<file path="src/rtl/polyphase_tap_seq_if.sv">
// Bundle of the sample handshake, register-file command bus and aligned tap
// metadata shared by the polyphase tap sequencer and its neighbours.
interface polyphase_tap_seq_if #(
   parameter int DATA_WIDTH     = 32,
   parameter int REGFILE_ADDR_W = 5,
   parameter int PHASE_W        = 2,
   parameter int PAIR_W         = 2
);
   logic                      in_valid;
   logic                      in_ready;
   logic [DATA_WIDTH-1:0]     in_data;
   logic                      hold;
   logic                      rf_en;
   logic                      rf_rw;
   logic [REGFILE_ADDR_W-1:0] rf_a_ra;
   logic [REGFILE_ADDR_W-1:0] rf_a_rb;
   logic [REGFILE_ADDR_W-1:0] rf_a_rd;
   logic [DATA_WIDTH-1:0]     rf_rd;
   logic                      tap_valid;
   logic [PHASE_W-1:0]        tap_phase;
   logic [PAIR_W-1:0]         tap_pair;
   logic                      tap_a_zero;
   logic                      tap_b_zero;
   logic                      tap_last;
   logic                      frame_done;
   logic [1:0]                state_dbg;

   modport master (
      input  in_valid, in_data, hold,
      output in_ready, rf_en, rf_rw, rf_a_ra, rf_a_rb, rf_a_rd, rf_rd,
             tap_valid, tap_phase, tap_pair, tap_a_zero, tap_b_zero,
             tap_last, frame_done, state_dbg
   );

   modport slave (
      output in_valid, in_data, hold,
      input  in_ready, rf_en, rf_rw, rf_a_ra, rf_a_rb, rf_a_rd, rf_rd,
             tap_valid, tap_phase, tap_pair, tap_a_zero, tap_b_zero,
             tap_last, frame_done, state_dbg
   );
endinterface

</file>
<file path="src/rtl/polyphase_tap_seq.sv">
// Writes each accepted sample into a circular delay line in the register file,
// then issues paired tap reads for every polyphase output phase.
module polyphase_tap_seq #(
   parameter int DATA_WIDTH     = 32,
   parameter int REGFILE_ADDR_W = 5,
   parameter int TAPS_PER_PHASE = 8,
   parameter int PHASES         = 4,
   parameter int PHASE_W        = 2,
   parameter int PAIR_W         = 2
) (
   input logic clk,
   input logic rst,
   polyphase_tap_seq_if.master bus
);

   localparam int NPAIR = TAPS_PER_PHASE / 2;
   // Tap index / fill width: holds 2*pair+1 and the saturated fill level.
   localparam int IDX_W = PAIR_W + 2;

   localparam logic [1:0] S_IDLE  = 2'd0;
   localparam logic [1:0] S_WRITE = 2'd1;
   localparam logic [1:0] S_READ  = 2'd2;

   localparam logic [REGFILE_ADDR_W-1:0] ADDR_ONE   = REGFILE_ADDR_W'(1);
   localparam logic [IDX_W-1:0]          IDX_ONE    = IDX_W'(1);
   localparam logic [IDX_W-1:0]          FILL_MAX   = IDX_W'(TAPS_PER_PHASE);
   localparam logic [PAIR_W-1:0]         PAIR_LAST  = PAIR_W'(NPAIR - 1);
   localparam logic [PHASE_W-1:0]        PHASE_LAST = PHASE_W'(PHASES - 1);

   if ((TAPS_PER_PHASE % 2) != 0 || TAPS_PER_PHASE < 2) begin : g_bad_taps_odd
      $error("TAPS_PER_PHASE must be even and nonzero");
   end
   if (TAPS_PER_PHASE > (2 ** REGFILE_ADDR_W)) begin : g_bad_taps_depth
      $error("TAPS_PER_PHASE exceeds the delay-line depth");
   end
   if (PHASES < 1 || (2 ** PHASE_W) < PHASES) begin : g_bad_phases
      $error("PHASES must be >= 1 and fit in PHASE_W");
   end
   if ((2 ** PAIR_W) < NPAIR) begin : g_bad_pair_w
      $error("PAIR_W too narrow for TAPS_PER_PHASE/2");
   end

   logic [1:0]                state_q;
   logic [REGFILE_ADDR_W-1:0] wptr_q;
   logic [REGFILE_ADDR_W-1:0] base_q;
   logic [IDX_W-1:0]          fill_q;
   logic [PHASE_W-1:0]        phase_q;
   logic [PAIR_W-1:0]         pair_q;
   logic [DATA_WIDTH-1:0]     sample_q;

   logic                      tap_valid_q;
   logic [PHASE_W-1:0]        tap_phase_q;
   logic [PAIR_W-1:0]         tap_pair_q;
   logic                      tap_a_zero_q;
   logic                      tap_b_zero_q;
   logic                      tap_last_q;
   logic                      frame_done_q;

   logic                      last_pair;
   logic                      last_phase;
   logic [IDX_W-1:0]          idx_a;
   logic [IDX_W-1:0]          idx_b;
   logic [REGFILE_ADDR_W-1:0] off_a;

   assign last_pair  = (pair_q == PAIR_LAST);
   assign last_phase = (phase_q == PHASE_LAST);
   assign idx_a      = {1'b0, pair_q, 1'b0};
   assign idx_b      = {1'b0, pair_q, 1'b1};
   assign off_a      = REGFILE_ADDR_W'({pair_q, 1'b0});

   // Sample handshake: a transfer happens on a rising edge where in_valid and
   // in_ready are both high; in_ready is a pure decode of IDLE and never
   // depends on in_valid, and in_data is only sampled on a transfer.
   always_comb begin
      bus.in_ready = 1'b0;
      bus.rf_en    = 1'b0;
      if (!rst) begin
         bus.in_ready = (state_q == S_IDLE);
         bus.rf_en    = (state_q == S_WRITE) || ((state_q == S_READ) && !bus.hold);
      end
   end

   assign bus.rf_rw      = (state_q == S_READ);
   assign bus.rf_a_rd    = wptr_q;
   assign bus.rf_rd      = sample_q;
   // Tap 2p sits 2p samples behind the newest one at base.
   assign bus.rf_a_ra    = base_q - off_a;
   assign bus.rf_a_rb    = base_q - off_a - ADDR_ONE;

   assign bus.tap_valid  = tap_valid_q;
   assign bus.tap_phase  = tap_phase_q;
   assign bus.tap_pair   = tap_pair_q;
   assign bus.tap_a_zero = tap_a_zero_q;
   assign bus.tap_b_zero = tap_b_zero_q;
   assign bus.tap_last   = tap_last_q;
   assign bus.frame_done = frame_done_q;
   assign bus.state_dbg  = state_q;

   always_ff @(posedge clk) begin
      if (rst) begin
         state_q      <= S_IDLE;
         wptr_q       <= '0;
         base_q       <= '0;
         fill_q       <= '0;
         phase_q      <= '0;
         pair_q       <= '0;
         sample_q     <= '0;
         tap_valid_q  <= 1'b0;
         tap_phase_q  <= '0;
         tap_pair_q   <= '0;
         tap_a_zero_q <= 1'b0;
         tap_b_zero_q <= 1'b0;
         tap_last_q   <= 1'b0;
         frame_done_q <= 1'b0;
      end else begin
         tap_valid_q  <= 1'b0;
         tap_last_q   <= 1'b0;
         frame_done_q <= 1'b0;
         case (state_q)
            S_IDLE: begin
               if (bus.in_valid) begin
                  sample_q <= bus.in_data;
                  state_q  <= S_WRITE;
               end
            end
            S_WRITE: begin
               base_q  <= wptr_q;
               wptr_q  <= wptr_q + ADDR_ONE;
               if (fill_q < FILL_MAX) begin
                  fill_q <= fill_q + IDX_ONE;
               end
               phase_q <= '0;
               pair_q  <= '0;
               state_q <= S_READ;
            end
            S_READ: begin
               if (!bus.hold) begin
                  tap_valid_q  <= 1'b1;
                  tap_phase_q  <= phase_q;
                  tap_pair_q   <= pair_q;
                  tap_a_zero_q <= (idx_a >= fill_q);
                  tap_b_zero_q <= (idx_b >= fill_q);
                  tap_last_q   <= last_pair;
                  frame_done_q <= last_pair && last_phase;
                  if (last_pair) begin
                     pair_q  <= '0;
                     phase_q <= phase_q + PHASE_W'(1);
                     if (last_phase) begin
                        state_q <= S_IDLE;
                     end
                  end else begin
                     pair_q <= pair_q + PAIR_W'(1);
                  end
               end
            end
            default: state_q <= S_IDLE;
         endcase
      end
   end

endmodule

</file>
<file path="src/flat_wrapper.sv">
// flat-port wrapper written by rule: the top's interface ports become plain ports
module polyphase_tap_seq_flat 
#(
   parameter int DATA_WIDTH     = 32,
   parameter int REGFILE_ADDR_W = 5,
   parameter int TAPS_PER_PHASE = 8,
   parameter int PHASES         = 4,
   parameter int PHASE_W        = 2,
   parameter int PAIR_W         = 2
)
  (clk, rst, bus_in_valid, bus_in_data, bus_hold, bus_in_ready, bus_rf_en, bus_rf_rw, bus_rf_a_ra, bus_rf_a_rb, bus_rf_a_rd, bus_rf_rd, bus_tap_valid, bus_tap_phase, bus_tap_pair, bus_tap_a_zero, bus_tap_b_zero, bus_tap_last, bus_frame_done, bus_state_dbg);
  polyphase_tap_seq_if #(.DATA_WIDTH(DATA_WIDTH), .REGFILE_ADDR_W(REGFILE_ADDR_W), .PHASE_W(PHASE_W), .PAIR_W(PAIR_W)) bus_i ();
  input logic clk;
  input logic rst;
  input wire logic [$bits(bus_i.in_valid)-1:0] bus_in_valid;
  input wire logic [$bits(bus_i.in_data)-1:0] bus_in_data;
  input wire logic [$bits(bus_i.hold)-1:0] bus_hold;
  output wire logic [$bits(bus_i.in_ready)-1:0] bus_in_ready;
  output wire logic [$bits(bus_i.rf_en)-1:0] bus_rf_en;
  output wire logic [$bits(bus_i.rf_rw)-1:0] bus_rf_rw;
  output wire logic [$bits(bus_i.rf_a_ra)-1:0] bus_rf_a_ra;
  output wire logic [$bits(bus_i.rf_a_rb)-1:0] bus_rf_a_rb;
  output wire logic [$bits(bus_i.rf_a_rd)-1:0] bus_rf_a_rd;
  output wire logic [$bits(bus_i.rf_rd)-1:0] bus_rf_rd;
  output wire logic [$bits(bus_i.tap_valid)-1:0] bus_tap_valid;
  output wire logic [$bits(bus_i.tap_phase)-1:0] bus_tap_phase;
  output wire logic [$bits(bus_i.tap_pair)-1:0] bus_tap_pair;
  output wire logic [$bits(bus_i.tap_a_zero)-1:0] bus_tap_a_zero;
  output wire logic [$bits(bus_i.tap_b_zero)-1:0] bus_tap_b_zero;
  output wire logic [$bits(bus_i.tap_last)-1:0] bus_tap_last;
  output wire logic [$bits(bus_i.frame_done)-1:0] bus_frame_done;
  output wire logic [$bits(bus_i.state_dbg)-1:0] bus_state_dbg;
  assign bus_i.in_valid = bus_in_valid;
  assign bus_i.in_data = bus_in_data;
  assign bus_i.hold = bus_hold;
  assign bus_in_ready = bus_i.in_ready;
  assign bus_rf_en = bus_i.rf_en;
  assign bus_rf_rw = bus_i.rf_rw;
  assign bus_rf_a_ra = bus_i.rf_a_ra;
  assign bus_rf_a_rb = bus_i.rf_a_rb;
  assign bus_rf_a_rd = bus_i.rf_a_rd;
  assign bus_rf_rd = bus_i.rf_rd;
  assign bus_tap_valid = bus_i.tap_valid;
  assign bus_tap_phase = bus_i.tap_phase;
  assign bus_tap_pair = bus_i.tap_pair;
  assign bus_tap_a_zero = bus_i.tap_a_zero;
  assign bus_tap_b_zero = bus_i.tap_b_zero;
  assign bus_tap_last = bus_i.tap_last;
  assign bus_frame_done = bus_i.frame_done;
  assign bus_state_dbg = bus_i.state_dbg;
  polyphase_tap_seq #(.DATA_WIDTH(DATA_WIDTH), .REGFILE_ADDR_W(REGFILE_ADDR_W), .TAPS_PER_PHASE(TAPS_PER_PHASE), .PHASES(PHASES), .PHASE_W(PHASE_W), .PAIR_W(PAIR_W)) u_core (.clk(clk), .rst(rst), .bus(bus_i));
endmodule
</file>
<file path="config.mk">
export PLATFORM = sky130hd
export DESIGN_NAME = polyphase_tap_seq_flat
export DESIGN_NICKNAME = d
export VERILOG_FILES = /design/src/rtl/polyphase_tap_seq_if.sv /design/src/rtl/polyphase_tap_seq.sv /design/src/flat_wrapper.sv
export SDC_FILE = /design/constraint.sdc
export NUM_CORES = 1
export LEC_CHECK = 0
export ABC_AREA = 0
export CAP_MARGIN = 5
export CELL_PAD_IN_SITES_DETAIL_PLACEMENT = 0
export CELL_PAD_IN_SITES_GLOBAL_PLACEMENT = 1
export CORE_MARGIN = 1.5
export CORE_UTILIZATION = 34
export DETAILED_ROUTE_END_ITERATION = 10
export PLACE_DENSITY = 0.86
export SYNTH_ARGS = -nofsm -noshare
export SYNTH_HDL_FRONTEND = slang
export SYNTH_SLANG_ARGS = --single-unit
export TNS_END_PERCENT = 20
</file>
<file path="constraint.sdc">
create_clock -name clk -period 3.25 [get_ports clk]
set_clock_uncertainty 0.05 [all_clocks]
set_input_delay 0.325 -clock clk [delete_from_list [all_inputs] [get_ports clk]]
set_output_delay 0.325 -clock clk [all_outputs]
set_load 0.02 [all_outputs]
</file>
==> qor.yml, run 1 <==
place:
  port_buffers: 96
  gp_congestion: 0.769
  place_area_um2: 3550
  place_inst: 477
  dpl.hpwl_um: 4350
  post-place-ws_ps: 649
layout:
  final_cells: 493
  fin_util_pct: 52.3
  drive_gt1_share_pct: 6.35
  num_antenna_cells: 0
  fillers: 687
  stdcell_area_um2: 3770
  finalNetCount: 440
  area_growth_pct: 49.3
timing:
  timing.hold.ws_ps: 401
  rsz0062_at_grt: "false"
  slew_viol_final: 0
  tightest_slew_ps: 1080
  setup_ws_ps: 305
  finalSetupTns_ps: 0
  relSlewSlack_pct: 27.7
  fin_crit_sh_pct: 90.6
  finalCriticalPeriod_ps: 2950
  fmax_ghz: 0.340
  setup_viol: 0
  hold_violations: 0
clocking:
  numCtsBuffers: 9
  cts_htree_levels: 3
  clock_sinks: 61
  cts_resized: 0
  cts_root_buf: "clkbuf_8"
  clock_latency_ps: 330
  tritoncts: "yes"
  cts_setup_buffers: 0
  clock_path_buffers: 2
  cts_hold_buf: 0
  cts.clk_slew.worst_paths_ps: 70
global_routing:
  grt_pass1_vias: 2050
  globalRoute.totalOverflow: 0
  antenna_found_initial: 0
  grt_pass1_wl_um: 9470
  grt_max_degree: 36
  track_usage_pct: 15.6
synthesis:
  synthFlopType: "dfxtp_1"
  synth_edf_count: 0
  yosysWarnings: 0
  ys_seq_elements: 61
  yosysMostFrequentCell: "nand2_1"
  ys_top_cells_by_count: "nand2_1 (78), dfxtp_1 (61), a21oi_1 (42)"
  synthArstFlopShare_pct: 0
  synth_area_leaders: "dfxtp_1 (48%), nand2_1 (12%), a21oi_1 (8.3%)"
  ys_seq_area_share_pct: 48.3
  synth_top_area_cell: "dfxtp_1"
  synth_top_area_share_pct: 48.3
  synth_area_um2: 2530
  synth_area_per_cell_um2: 8.51
  synth_fp_nets: 348
  synthesis.instances: 297
  synth.distinct_cells: 33
die:
  start_util_pct: 35.0
  io_pins: 97
  core_area_um2: 7210
  fp.dieH_um: 89.2
  fp-row-count: 31
  die_w_um: 89.2
  die_area_um2: 7960
worst_setup_path:
  start_kind: "flop"
  arrival_ps: 2570
  regToRegSetupSlack_ps: 1320
  critPathLaunch: "u_core.pair_q[0]$_SDFFE_PP0P_"
  critPathMaxStageDelay_ps: 610
  critical_path_required_ps: 2870
  worst-setup-path-type: "reg -> out"
  critPathMaxFanout: 7
  timing.rr.start: "u_core.bus.state_dbg[0]$_SDFFE_PP0P_"
  crit_chain: "ha_1 > inv_2 > fa_1 > xnor2_2 > nor3b_2 > xor2_1 > clkdlybuf4s50_1"
  end_kind: "output port"
  cp_slowest_cell: "clkdlybuf4s50_1"
run_status:
  status: "complete, no violations"
detailed_routing:
  drt_iter0_drc: 59
  wl_um: 6140
  wl_per_cell_um: 12.5
  vias: 2222
  drc: 0
  routed_via_density: 4.51
  firstDrtPassIters: 4
  antenna_left: 0
power_and_ir_drop:
  powerDensity_nw_per_um2: 652
  irDropWorstVdd_v: 0.000312
  total_power_mw: 2.46
  leakage_nw: 1.44
flow_run:
  maxCapViolations: 0
hold_path:
  min_from: "u_core.bus.rf_rd[12]$_SDFFE_PP0P_"
  holdCritPathClass: "reg -> reg"
[per-layer routing]
layer | share of wire (%) | up-vias | routed length [µm] | track usage [%]
li1 | - | 1145 | - | -
met1 | 44 | 996 | 2690 | 18.6
met2 | 47 | 69 | 2870 | 26.1
met3 | 7.4 | 12 | 457 | 4.43
met4 | 2.0 | 0 | 121 | 7.13
met5 | 0 | - | 0 | 0
[path summary, 6_finish.rpt]
check / depth (start not counted) / to
max: 7 / bus_rf_a_rb[4]
min: 2 / u_core.bus.rf_rd[12]$_SDFFE_PP0P_
max reg2reg: 5 / u_core.bus.rf_rd[4]$_SDFFE_PP0P_
min reg2reg: 2 / u_core.bus.rf_rd[12]$_SDFFE_PP0P_
[flip-flops by register name, indices dropped and copies added, names as in the netlist]
name / flops
u_core.bus.tap_last: 1
u_core.bus.tap_phase: 2
u_core.bus.rf_rd: 32
u_core.phase_q: 2
u_core.bus.tap_valid: 1
u_core.bus.rf_a_rd: 5
u_core.bus.frame_done: 1
u_core.base_q: 5
u_core.fill_q: 4
u_core.bus.tap_a_zero: 1
u_core.bus.state_dbg: 2
u_core.bus.tap_pair: 2
u_core.pair_q: 2
u_core.bus.tap_b_zero: 1
[cell type report]
type,instances,area [µm²],share of cell area [%]
sequential,61,1220,32.4
multi-input combinational,206,1180,31.3
timing repair buffer,99,978,25.9
clock inverter,7,100,2.65
clock buffer,9,124,3.28
inverter,12,45.0,1.19
tap,99,124,3.28
[where the power goes]
| group | leakage [nW] | internal [mW] | switching, mW |
|---|---|---|---|
| Combinational | 0.837 | 0.378 | 0.438 |
| Sequential | 0.497 | 0.834 | 0.0616 |
| Clock | 0.102 | 0.433 | 0.313 |
[worst max-delay path: cells and delay by family (launching register included)]
kind	cells	cell delay, ps
buf+inv	2	660
fa+ha+maj	2	600
flops	1	450
xor+xnor	2	330
simple gates	1	180
[cells in the final DEF, fill, tap and decap left out, types with 3 or more instances in the layout]
| cell | Yosys | final |
|---|---|---|
| clkdlybuf4s50_1 | 0 | 95 |
| nand2_1 | 78 | 78 |
| dfxtp_1 | 61 | 61 |
| a21oi_1 | 42 | 42 |
| nor2_1 | 25 | 25 |
| ha_1 | 14 | 14 |
| inv_1 | 11 | 11 |
| mux2i_1 | 9 | 9 |
| clkbuf_8 | 0 | 9 |
| xor2_1 | 6 | 6 |
| nor2b_1 | 5 | 5 |
| o21ai_0 | 3 | 3 |
| xnor2_1 | 3 | 3 |
| clkinvlp_4 | 0 | 3 |
| buf_4 | 1 | 3 |
[kinds of logic after synthesis]
family | share of synthesized area (%)
AOI/OAI and AO/OA | 11.2
xor gates and xnor gates | 4.41
adders and majority gates | 7.73
buffers and inverters | 4.95
DFF | 48.3
muxes | 3.57
and+or+nand+nor | 19.8
No activity file was read; power rests on OpenSTA's default activity.
==> run 2: changes to the inputs <==
--- a/config.mk
+++ b/config.mk
@@ -10,9 +10,11 @@
 export CELL_PAD_IN_SITES_DETAIL_PLACEMENT = 0
 export CELL_PAD_IN_SITES_GLOBAL_PLACEMENT = 1
 export CORE_MARGIN = 1.5
-export CORE_UTILIZATION = 34
+export CORE_UTILIZATION = 35
+export CTS_BUF_LIST = sky130_fd_sc_hd__clkbuf_8
 export DETAILED_ROUTE_END_ITERATION = 10
-export PLACE_DENSITY = 0.86
+export GPL_ROUTABILITY_DRIVEN = 0
+export PLACE_DENSITY = 0.89
 export SYNTH_ARGS = -nofsm -noshare
 export SYNTH_HDL_FRONTEND = slang
 export SYNTH_SLANG_ARGS = --single-unit
==> run 2 against run 1 <==
Effect of this change: sequential cell count did not move; non-clock buffer count rose by 1; global-route usage grew 0.45 points; cell area about the same; via count is 0.99% higher; critical path type unchanged.
==> qor.yml, run 2 (synthesized netlist as in run 1, its figures left out) <==
die:
  start_util_pct: 36.8  # +1.8 points
  fp-row-count: 30  # -3.2%
  io_pins: 97  # unchanged
  fp.dieH_um: 88.0  # -1.4%
  die_area_um2: 7740  # -2.8%
  core_area_um2: 6870  # -4.8%
  die_w_um: 88.0  # -1.4%
detailed_routing:
  wl_per_cell_um: 12.3  # -1.2%
  wl_um: 6040  # -1.6%
  drt_iter0_drc: 81  # +37%
  antenna_left: 0  # unchanged
  drc: 0  # unchanged
  firstDrtPassIters: 4  # unchanged
  vias: 2244  # +0.99%
  routed_via_density: 4.57  # +1.4%
clocking:
  cts_root_buf: "clkbuf_8"
  cts_htree_levels: 3  # unchanged
  cts.clk_slew.worst_paths_ps: 70  # about the same
  tritoncts: "yes"
  numCtsBuffers: 9  # unchanged
  clock_path_buffers: 2  # unchanged
  cts_setup_buffers: 0  # unchanged
  clock_latency_ps: 330  # about the same
  clock_sinks: 61  # unchanged
  cts_hold_buf: 0  # unchanged
  cts_resized: 0  # unchanged
power_and_ir_drop:
  leakage_nw: 1.45  # +1.1%
  powerDensity_nw_per_um2: 654  # +0.32%
  total_power_mw: 2.47  # +0.42%
  irDropWorstVdd_v: 0.000332  # +6.3%
layout:
  area_growth_pct: 49.5  # about the same
  largest_register_ffs: 32  # unchanged
  finalNetCount: 441  # +0.23%
  num_antenna_cells: 0  # unchanged
  final_common_cell: "clkdlybuf4s50_1"
  drive_gt1_share_pct: 6.58  # +0.24 points
  final_cell_mix: "clkdlybuf4s50_1 (95), nand2_1 (78), dfxtp_1 (61)"
worst_setup_path:
  critical_path_required_ps: 2870  # about the same
  critPathTopFamily: "adder cells"
  start_kind: "flop"
  critPathMaxStageDelay_ps: 630  # +20 ps
  cp_num_buf_inv: 2  # unchanged
  cp_slowest_cell: "clkdlybuf4s50_1"
  critPathMaxFanout: 7  # unchanged
  crit_chain: "ha_1 > inv_2 > fa_1 > nor3_1 > xor2_1 > clkdlybuf4s50_1"
  arrival_ps: 2710  # +140 ps
  end_kind: "output port"
  worst-setup-path-type: "reg -> out"
place:
  port_buffers: 96  # unchanged
  dpl.hpwl_um: 4270  # -1.9%
timing:
  rsz0062_at_grt: "false"
  fin_crit_sh_pct: 95.0  # +4.4 points
  slew_viol_final: 0  # unchanged
  finalCriticalPeriod_ps: 3090  # +142 ps
  tightest_slew_ps: 1060  # -25.5 ps
  setup_viol: 0  # unchanged
  relSlewSlack_pct: 29.4  # +1.7 points
  hold_violations: 0  # unchanged
  fmax_ghz: 0.324  # -4.6%
  finalSetupTns_ps: 0  # unchanged
global_routing:
  grt_pass1_wl_um: 9530  # +0.65%
  globalRoute.totalOverflow: 0  # unchanged
  grt_max_degree: 38  # +5.6%
  grt_pass1_vias: 2068  # +0.88%
  antenna_found_initial: 0  # unchanged
  track_usage_pct: 16.1  # +0.45 points
flow_run:
  maxCapViolations: 0  # unchanged
hold_path:
  holdCritPathClass: "reg -> reg"
run_status:
  status: "complete, no violations"
run 2: power breakdown:
| part | internal (mW) | total [mW] | switching (mW) |
|---|---|---|---|
| Sequential | 0.834 | 0.896 | 0.0618 |
| Combinational | 0.380 | 0.826 | 0.446 |
| Clock | 0.451 | 0.746 | 0.295 |
run 2: stage by stage:
step | setup slack [ps] | cells | instance area [µm²] | util [%] | hold WS, ps
after floorplan | 1040 | 297 | 2530 | - | 399
after global placement | 683 | 475 | 3550 | 51.7 | 391
after detailed placement | 537 | 475 | 3550 | 51.7 | 396
after CTS | 158 | 491 | 3780 | 55.0 | 405
after global routing | 50.4 | 491 | 3780 | 55.0 | 422
final | 163 | 491 | 3780 | 55.0 | 404
run 2: tightest hold or removal path, delay by kind of cell (launching register included):
family | cells | cell delay [ps]
simple gates | 1 | 50
flops | 1 | 310
compound gates | 1 | 50
run 2: path summary, 6_finish.rpt:
path / slack [ps] / to / depth (start not counted) / start
hold / removal: 400 / u_core.bus.rf_rd[10]$_SDFFE_PP0P_ / 2 / u_core.bus.rf_rd[10]$_SDFFE_PP0P_
setup / recovery: 160 / bus_rf_a_rb[3] / 6 / u_core.pair_q[0]$_SDFFE_PP0P_
setup reg to reg: 1300 / u_core.bus.rf_rd[6]$_SDFFE_PP0P_ / 5 / u_core.bus.state_dbg[0]$_SDFFE_PP0P_
hold reg to reg: 400 / u_core.bus.rf_rd[10]$_SDFFE_PP0P_ / 2 / u_core.bus.rf_rd[10]$_SDFFE_PP0P_
run 2: metal layers:
metal,track usage (%),vias up,share of wire [%]
met5,0,-,0
met4,7.94,0,2.0
met3,4.62,11,8.2
met2,25.6,84,46
met1,19.8,1008,44
li1,-,1141,-
run 2: area by class of cell:
class | count | area [µm²]
clock inverter | 6 | 86.3
sequential | 61 | 1220
fill | 652 | 3090
inverter | 12 | 45.0
multi-input combinational | 206 | 1180
clock buffer | 10 | 138
tap | 96 | 120
timing repair buffer | 100 | 986
==> run 3: changes to the inputs <==
--- a/config.mk
+++ b/config.mk
@@ -6,15 +6,16 @@
 export NUM_CORES = 1
 export LEC_CHECK = 0
 export ABC_AREA = 0
-export CAP_MARGIN = 5
+export CAP_MARGIN = 40
 export CELL_PAD_IN_SITES_DETAIL_PLACEMENT = 0
 export CELL_PAD_IN_SITES_GLOBAL_PLACEMENT = 1
 export CORE_MARGIN = 1.5
-export CORE_UTILIZATION = 35
+export CORE_UTILIZATION = 29
 export CTS_BUF_LIST = sky130_fd_sc_hd__clkbuf_8
 export DETAILED_ROUTE_END_ITERATION = 10
 export GPL_ROUTABILITY_DRIVEN = 0
-export PLACE_DENSITY = 0.89
+export PLACE_DENSITY = 0.78
+export REMOVE_ABC_BUFFERS = 1
 export SYNTH_ARGS = -nofsm -noshare
 export SYNTH_HDL_FRONTEND = slang
 export SYNTH_SLANG_ARGS = --single-unit
==> constraint.sdc (replaced) <==
create_clock -name clk -period 2.8 [get_ports clk]
set_clock_uncertainty 0.05 [all_clocks]
set_input_delay 0.28 -clock clk [delete_from_list [all_inputs] [get_ports clk]]
set_output_delay 0.28 -clock clk [all_outputs]
set_load 0.02 [all_outputs]
==> run 3 against run 2 <==
Effect of this change: wire length up 3.5%; cell area grew 1.1%; sequential share of layout area fell by 0.34 points; combinational power is 16% higher; worst setup slack improved by 32 ps; critical endpoint is now bus_rf_a_rb[2]; largest cell class unchanged.
==> qor.yml, run 3 (synthesized netlist as in run 1, its figures left out) <==
worst_setup_path:
  critical_path_required_ps: 2470  # -400 ps
  critPathMaxStageDelay_ps: 640  # about the same
  crit_chain: "inv_1 > ha_1 > inv_2 > fa_1 > xor2_1 > clkdlybuf4s50_1"
  end_kind: "output port"
  critPathMaxFanout: 4  # -3
  worst-setup-path-type: "reg -> out"
  arrival_ps: 2270  # -440 ps
  cp_slowest_cell: "clkdlybuf4s50_1"
  start_kind: "flop"
power_and_ir_drop:
  leakage_nw: 1.48  # +1.7%
  irDropWorstVdd_v: 0.000371  # +12%
  powerDensity_nw_per_um2: 772  # +18%
clocking:
  clock_latency_ps: 340  # about the same
  clock_path_buffers: 2  # unchanged
  clock_sinks: 61  # unchanged
  cts_root_buf: "clkbuf_8"
  tritoncts: "yes"
  numCtsBuffers: 9  # unchanged
  cts_setup_buffers: 0  # unchanged
  cts.clk_slew.worst_paths_ps: 70  # about the same
  cts_htree_levels: 3  # unchanged
layout:
  final_common_cell: "clkdlybuf4s50_1"
  final_cell_mix: "clkdlybuf4s50_1 (93), nand2_1 (78), dfxtp_1 (61)"
  fillers: 856  # +31%
  finalNetCount: 443  # +0.45%
  drive_gt1_share_pct: 6.55  # -0.033 points
  num_antenna_cells: 0  # unchanged
  fin_util_pct: 45.8  # -9.2 points
  largest_register_ffs: 32  # unchanged
  area_growth_pct: 51.1
timing:
  finalSetupTns_ps: 0  # unchanged
  relSlewSlack_pct: 60.5  # +31 points
  tightest_slew_ps: 593  # -464 ps
  finalCriticalPeriod_ps: 2600
  rsz0062_at_grt: "false"
  fmax_ghz: 0.384
  setup_viol: 0  # unchanged
  setup_ws_ps: 195  # +31.7 ps
  fin_crit_sh_pct: 93.0
  slew_viol_final: 0  # unchanged
  hold_violations: 0  # unchanged
die:
  start_util_pct: 30.3  # -6.5 points
  die_w_um: 96.3  # +9.5%
  core_area_um2: 8340  # +21%
  fp-row-count: 33  # +10%
  fp.dieH_um: 96.3  # +9.5%
  die_area_um2: 9280  # +20%
  io_pins: 97  # unchanged
place:
  port_buffers: 96  # unchanged
  dpl.hpwl_um: 4450  # +4.3%
  post-place-ws_ps: 313  # -225 ps
detailed_routing:
  wl_um: 6260  # +3.5%
  routed_via_density: 4.45  # -2.7%
  wl_per_cell_um: 12.5  # +1.3%
  drt_iter0_drc: 37  # -54%
  antenna_left: 0  # unchanged
  firstDrtPassIters: 4  # unchanged
  drc: 0  # unchanged
  vias: 2232  # -0.53%
global_routing:
  grt_pass1_wl_um: 9630  # +1.1%
  grt_pass1_vias: 2041  # -1.3%
  globalRoute.totalOverflow: 0  # unchanged
  track_usage_pct: 13.8  # -2.2 points
  grt_max_degree: 33  # -13%
  antenna_found_initial: 0  # unchanged
hold_path:
  holdCritPathClass: "in -> reg"
run_status:
  status: "complete, no violations"
flow_run:
  maxCapViolations: 0  # unchanged
run 3: changes by cell type in the layout (fill, tap and decap cells not counted), sizes merged:
cell,change
clkinvlp,-1
dlygate4sd2,+2
bufinv,+1
buf,+2
clkdlybuf4s50,-2
inv,+2
clkinv,-2
run 3: path summary, 6_finish.rpt:
path | to | depth (start not counted) | slack (ps) | start
setup / recovery | bus_rf_a_rb[2] | 6 | 200 | u_core.base_q[1]$_SDFFE_PP0P_
hold / removal | u_core.bus.state_dbg[0]$_SDFFE_PP0P_ | 2 | 380 | rst
setup reg to reg | u_core.bus.rf_rd[1]$_SDFFE_PP0P_ | 6 | 1090 | u_core.bus.state_dbg[0]$_SDFFE_PP0P_
hold reg to reg | u_core.bus.rf_rd[4]$_SDFFE_PP0P_ | 2 | 400 | u_core.bus.rf_rd[4]$_SDFFE_PP0P_
run 3: per-layer routing:
metal / part of all wire (%) / routed length [µm] / up-vias / GRT usage (%)
met5: 0 / 0 / - / 0
met4: 1.3 / 79 / 0 / 6.16
met3: 7.4 / 462 / 8 / 4.03
met2: 45 / 2810 / 74 / 22.3
met1: 47 / 2910 / 1000 / 17.0
li1: - / - / 1150 / -
run 3: worst max-delay path, delay by kind of cell, from the launching register on:
family	cells	cell delay (ps)
xor+xnor	1	190
fa+ha+maj	2	660
buf+inv	3	770
flops	1	340
run 3: through the flow:
stage                     hold WS [ps]  instance area [µm²]  power (mW)  instances
after CTS                          363                 3820        3.00        502
after detailed placement           396                 3580        2.04        486
after global placement             390                 3580        2.03        486
after floorplan                    299                 2450        1.59        279
after global routing               396                 3820        3.13        502
final                              381                 3820        2.94        502
run 3: power by group:
group	switching (mW)	leakage, nW	internal, mW
registers	0.0698	0.497	0.968
logic	0.521	0.850	0.438
clock network	0.340	0.129	0.608
run 3: area by class of cell:
class / instances / area [µm²] / share of cell area, %
inverters: 12 / 45.0 / 1.18
clock inverters: 6 / 103 / 2.69
well taps: 105 / 131 / 3.44
flip-flops and latches: 61 / 1220 / 32.0
repair buffers: 102 / 998 / 26.2
multi-input cells: 206 / 1180 / 30.9
clock buffers: 10 / 138 / 3.61
run 3: what timing repair did:
item	CTS	global route
resized for setup	2	0
hold buffers	0	0
setup endpoints to repair	2	0
